## src/rtl/uart_tx_scheduler.sv

```systemverilog
// Round-robin scheduler that shares one UART transmitter between NREQ byte requesters,
// frames the winning byte as an 11-bit even-parity packet and guards the handshake with a watchdog.
module uart_tx_scheduler #(
  parameter int NREQ       = 4,
  parameter int GAP_CYCLES = 2,
  parameter int TIMEOUT    = 65535
) (
  input  logic              clk,
  input  logic              rst,
  input  logic [NREQ-1:0]   req,
  input  logic [8*NREQ-1:0] req_data,
  output logic [NREQ-1:0]   grant,
  output logic              startTransmit,
  output logic [10:0]       uart_packet,
  input  logic              transmitFinished,
  output logic              busy,
  output logic              timeout_err
);

  localparam int PW = (NREQ > 1) ? $clog2(NREQ) : 1;

  localparam logic [1:0] IDLE = 2'd0;
  localparam logic [1:0] LOAD = 2'd1;
  localparam logic [1:0] SEND = 2'd2;
  localparam logic [1:0] GAP  = 2'd3;

  localparam logic [15:0] TO_LAST  = 16'(TIMEOUT - 1);
  localparam logic [15:0] GAP_LAST = 16'((GAP_CYCLES > 0) ? GAP_CYCLES - 1 : 0);

  logic [1:0]    state;
  logic [PW-1:0] rrPtr;
  logic [PW-1:0] winner;
  logic [PW-1:0] pick;
  logic          reqHit;
  logic [7:0]    pickData;
  logic [15:0]   toCnt;
  logic [15:0]   gapCnt;
  logic          endFrame;
  int            scanIdx;

  // NOTE: every variable gets a default before the loop so no path leaves it unassigned (no latch).
  always_comb begin
    pick    = '0;
    reqHit  = 1'b0;
    scanIdx = 0;
    for (int k = 0; k < NREQ; k++) begin
      scanIdx = int'(rrPtr) + k;
      if (scanIdx >= NREQ) scanIdx = scanIdx - NREQ;
      if (!reqHit && req[scanIdx[PW-1:0]]) begin
        reqHit = 1'b1;
        pick   = scanIdx[PW-1:0];
      end
    end
  end

  assign pickData = req_data[{pick, 3'b000} +: 8];
  assign endFrame = (state == SEND) && (transmitFinished || (toCnt == TO_LAST));

  // NOTE: all state and outputs use non-blocking assignments so every register sees pre-edge values.
  always_ff @(posedge clk) begin
    if (rst) begin
      state         <= IDLE;
      rrPtr         <= '0;
      winner        <= '0;
      grant         <= '0;
      startTransmit <= 1'b0;
      uart_packet   <= 11'h7FF;
      busy          <= 1'b0;
      timeout_err   <= 1'b0;
      toCnt         <= '0;
      gapCnt        <= '0;
    end else begin
      grant       <= '0;
      timeout_err <= 1'b0;
      case (state)
        IDLE: begin
          if (reqHit) begin
            winner      <= pick;
            grant       <= {{(NREQ-1){1'b0}}, 1'b1} << pick;
            uart_packet <= {1'b1, ^pickData, pickData, 1'b0};
            busy        <= 1'b1;
            state       <= LOAD;
          end
        end
        LOAD: begin
          // Explicit wrap so non-power-of-two NREQ never lands on an unused index.
          rrPtr         <= (winner == PW'(NREQ - 1)) ? '0 : winner + 1'b1;
          toCnt         <= '0;
          startTransmit <= 1'b1;
          state         <= SEND;
        end
        SEND: begin
          toCnt <= toCnt + 16'd1;
          if (endFrame) begin
            startTransmit <= 1'b0;
            timeout_err   <= !transmitFinished;
            gapCnt        <= '0;
            state         <= (GAP_CYCLES == 0) ? IDLE : GAP;
            busy          <= (GAP_CYCLES != 0);
          end
        end
        default: begin
          gapCnt <= gapCnt + 16'd1;
          if (gapCnt == GAP_LAST) begin
            state <= IDLE;
            busy  <= 1'b0;
          end
        end
      endcase
    end
  end

endmodule
```

## config.mk

```make
export PLATFORM = sky130hd
export DESIGN_NAME = uart_tx_scheduler
export DESIGN_NICKNAME = d
export VERILOG_FILES = /design/src/rtl/uart_tx_scheduler.sv
export SDC_FILE = /design/constraint.sdc
export NUM_CORES = 1
export LEC_CHECK = 0
export CAP_MARGIN = 0
export CORE_MARGIN = 1.5
export CORE_UTILIZATION = 55
export CTS_CLUSTER_DIAMETER = 100
export CTS_CLUSTER_SIZE = 12
export DETAILED_ROUTE_END_ITERATION = 12
export GPL_TIMING_DRIVEN = 0
export PLACE_DENSITY_LB_ADDON = 0.2
export SYNTH_ARGS = -nofsm -noshare
export SYNTH_HDL_FRONTEND = slang
export SYNTH_SLANG_ARGS = --single-unit
```

## constraint.sdc

```tcl
create_clock -name clk -period 7.58 [get_ports clk]
set_clock_uncertainty 0.05 [all_clocks]
set_input_delay 0.758 -clock clk [delete_from_list [all_inputs] [get_ports clk]]
set_output_delay 0.758 -clock clk [all_outputs]
set_load 0.05 [all_outputs]
```

==> metrics.log <==
[metrics] Row Count: 25
[metrics] cts bufs inserted: 5
[metrics] Tightest Pin Transition: 0.695 ns
[metrics] CTS Sinks: 55
[metrics] setup repair after global routing missed its margin: false
[metrics] worst hold start: uart_packet[0]
[metrics] DPL Wire Length: 5070 microns
[metrics] FF-to-FF End: uart_packet[9]
[metrics] core box area: 4820 sq um
[metrics] diode insertion count for antenna repair: 0
[metrics] IO Port Bufs: 54
[metrics] proportion of netlist area held by the largest area contributor: 0.392
[metrics] part of the Yosys area used for sequential elements: 0.392
[metrics] post-cts gate resize count: 0
[metrics] area growth from synthesis to layout: 25.3%
[metrics] r2r setup slk: 4.86 ns
[metrics] antenna violations before repair: 0
[metrics] worst slew margin relative to its limit: 0.533
[metrics] Max-Cap Viols: 0
[metrics] number of distinct library cells after synthesis: 41
[metrics] Post-synth EDFFs: 0
[metrics] Vias/cell: 5.66
[metrics] first drt pass iteration count: 4
[metrics] Hold Path Cell Cnt: 2
[metrics] wire length reported by the detailed router: 6560 microns
[metrics] Worst setup EP type: flop
[metrics] non-filler instance count after layout: 465
[metrics] overflow left after global routing: 0
[metrics] commonest cells in the synthesized netlist: dfxtp_1, nor2_1, nand2_1
[metrics] Reg-to-Reg Start: rrPtr[1]
[metrics] most used flip-flop cell after synthesis: dfxtp_1
[metrics] height of the chip: 74.5 microns
[metrics] leading cell type by number of instances after synthesis: dfxtp_1
[metrics] final setup TNS: 0 ns
[metrics] required time at the worst-slack endpoint: 7.77 ns
[metrics] fraction of final layout cells sized beyond drive strength 1: 0.0427
[metrics] clock root buffer: clkbuf_8
[metrics] Yosys top cell by area: dfxtp_1
[metrics] cell area after synthesis: 2810 sq um
[metrics] vias in the first global route: 2453
[metrics] Leak Pwr: 1.37 nW
[metrics] areal power density over the cells: 304 nW/um^2
[metrics] floorplan die area: 5550 sq um
[metrics] maximum root-to-sink buffer count: 2
[metrics] clock transition at the registers of the reported paths: 0.10 ns
[metrics] CTS H-tree lvls: 2
[metrics] arrival time worst endpoint: 3.47 ns
[metrics] result of the run: completed
[metrics] placed instance count: 458
[metrics] setup violation total in the final timing report: 0
[metrics] number of instances in the synthesized netlist: 337
[metrics] DRC viols: 0
[metrics] async set-or-reset flop fraction in the synthesized netlist: 0
[metrics] Post-Syn Area per Cell: 8.34 sq um
[metrics] global-route wire length before repair: 10700 microns
[metrics] maximum number of pins on one net before global-route repair: 18
[metrics] I/O Pins: 57
[metrics] peak supply drop: 208 uV
[metrics] overall routing resource usage: 0.243
[metrics] WL/cell: 14.1 microns
[metrics] hold_buf cts: 0
[metrics] post-synthesis net count: 384
[metrics] starting density of the core: 0.583
[metrics] Max Fanout on Critical Path: 10
[metrics] Tightest Hold Check Type: reg -> reg
[metrics] Die X: 74.5 microns
[metrics] number of hold violations in the final report: 0
[metrics] total setup buffers inserted after CTS: 0
[metrics] number of violations reported at the end of detailed-routing iteration 0: 172
[metrics] count of nets after finishing: 445
[metrics] top area cells in the synthesized netlist: dfxtp_1, nor2_1, and3_1
[metrics] overall via count from detail_route: 2633
[metrics] minimum period implied by the final worst setup slack: 3.28 ns
[metrics] number of warnings issued by yosys: 0
[metrics] crit share post-route: 0.433
[metrics] number of routed nets with antenna violations: 0
[metrics] final weighted congestion in routability-driven placement: 0.835
[metrics] critical path class: in -> reg
[metrics] max-slew violation count: 0
[metrics] clock latency on the worst-skew pair: 0.31 ns
[metrics] clock tree from TritonCTS: yes
[metrics] Critical Path Source Type: input port
[metrics] Fill cells: 398
[metrics] hold worst-path end: uart_packet[0]
[metrics] flops & latches, synth: 55
[metrics] highest attainable clock frequency: 305 MHz
[metrics] worst r2r path cells: 8
[cells by family (layout without fill, tap and decap cells)]
logic type,after synthesis,count (layout),share of synthesized area
DFF,55,55,0.392
adders and majority gates,8,8,0.0356
xor gates and xnor gates,19,19,0.0592
other,1,1,0.00134
AOI/OAI and AO/OA,77,77,0.196
and+or+nand+nor,146,146,0.261
buffers and inverters,26,87,0.0379
muxes,5,5,0.0178
[cells in the final DEF, fill, tap and decap left out, types with 2 or more instances in the layout]
cell type / n
a211o_1: 12
a211oi_1: 12
a21oi_1: 17
a32oi_1: 2
and3_1: 21
and4_1: 4
buf_2: 4
clkbuf_1: 10
clkbuf_8: 5
clkdlybuf4s50_1: 54
dfxtp_1: 55
ha_1: 8
inv_1: 11
mux2i_1: 5
nand2_1: 33
nand2b_1: 3
nand3_1: 7
nand4_1: 9
nor2_1: 40
nor2b_1: 3
nor3_1: 7
nor4_1: 4
o211a_1: 3
o211ai_1: 8
o21ai_0: 11
o311ai_0: 4
or2_2: 2
or3_1: 10
xnor2_1: 5
xor2_1: 14
[per-layer routing]
metal	vias to the layer above	GRT usage	routed length, microns
met2	55	0.427	3180
met3	6	0.0556	315
li1	1349	-	-
met4	0	0.0404	40
met1	1223	0.310	3020
met5	-	0	0
[worst max-delay path, stage by stage]
cell             delay, ns
clkdlybuf4s50_1       0.47
nor2b_1               0.17
o21bai_2              0.30
nand2_1               0.11
buf_2                 0.19
a211o_1               0.34
a211o_1               0.32
a211o_1               0.33
a211o_1               0.29
a32oi_1               0.18
[how the worst max path moves through the flow]
stage               slack [ns]  cells past startpoint              to   start
floorplan                 4.73                      8  uart_packet[9]  req[2]
finish                    4.30                     10  uart_packet[9]  req[0]
global placement          4.07                     10  uart_packet[9]  req[0]
detailed placement        4.00                     10  uart_packet[9]  req[0]
CTS                       4.32                     10  uart_packet[9]  req[0]
global route              4.14                     10  uart_packet[9]  req[2]
[stage by stage]
step / hold slack [ns] / area (sq um) / utilization / power, mW / worst slack, ns
6_report: 0.402 / 3520 / 0.730 / 1.07 / 4.30
5_1_grt: 0.433 / 3520 / 0.730 / 1.14 / 4.14
4_1_cts: 0.404 / 3520 / 0.730 / 1.07 / 4.32
2_1_floorplan: 0.404 / 2810 / - / 0.760 / 4.73
3_5_place_dp: 0.389 / 3430 / 0.713 / 0.912 / 4.00
3_3_place_gp: 0.381 / 3430 / 0.713 / 0.901 / 4.07
[report_power, final]
| part | switching (mW) | leakage [nW] | internal (mW) |
|---|---|---|---|
| Clock | 0.0960 | 0.0406 | 0.0646 |
| Sequential | 0.0330 | 0.448 | 0.337 |
| Combinational | 0.336 | 0.885 | 0.203 |
[sequential cells by signal, summed over array words and instances (netlist names)]
signal	flops
toCnt	16
state	2
uart_packet	10
busy	1
startTransmit	1
grant	4
winner	2
rrPtr	2
gapCnt	16
timeout_err	1
[cell type report]
class	instances	area, sq um	area share
buffer	15	65.1	0.0185
clock buffer	5	68.8	0.0196
clock inverter	2	16.3	0.00462
inverter	11	41.3	0.0117
multi-input combinational	256	1600	0.455
sequential	55	1100	0.313
tap	67	83.8	0.0238
timing repair buffer	54	541	0.154
(Power assumes the default switching activity.)
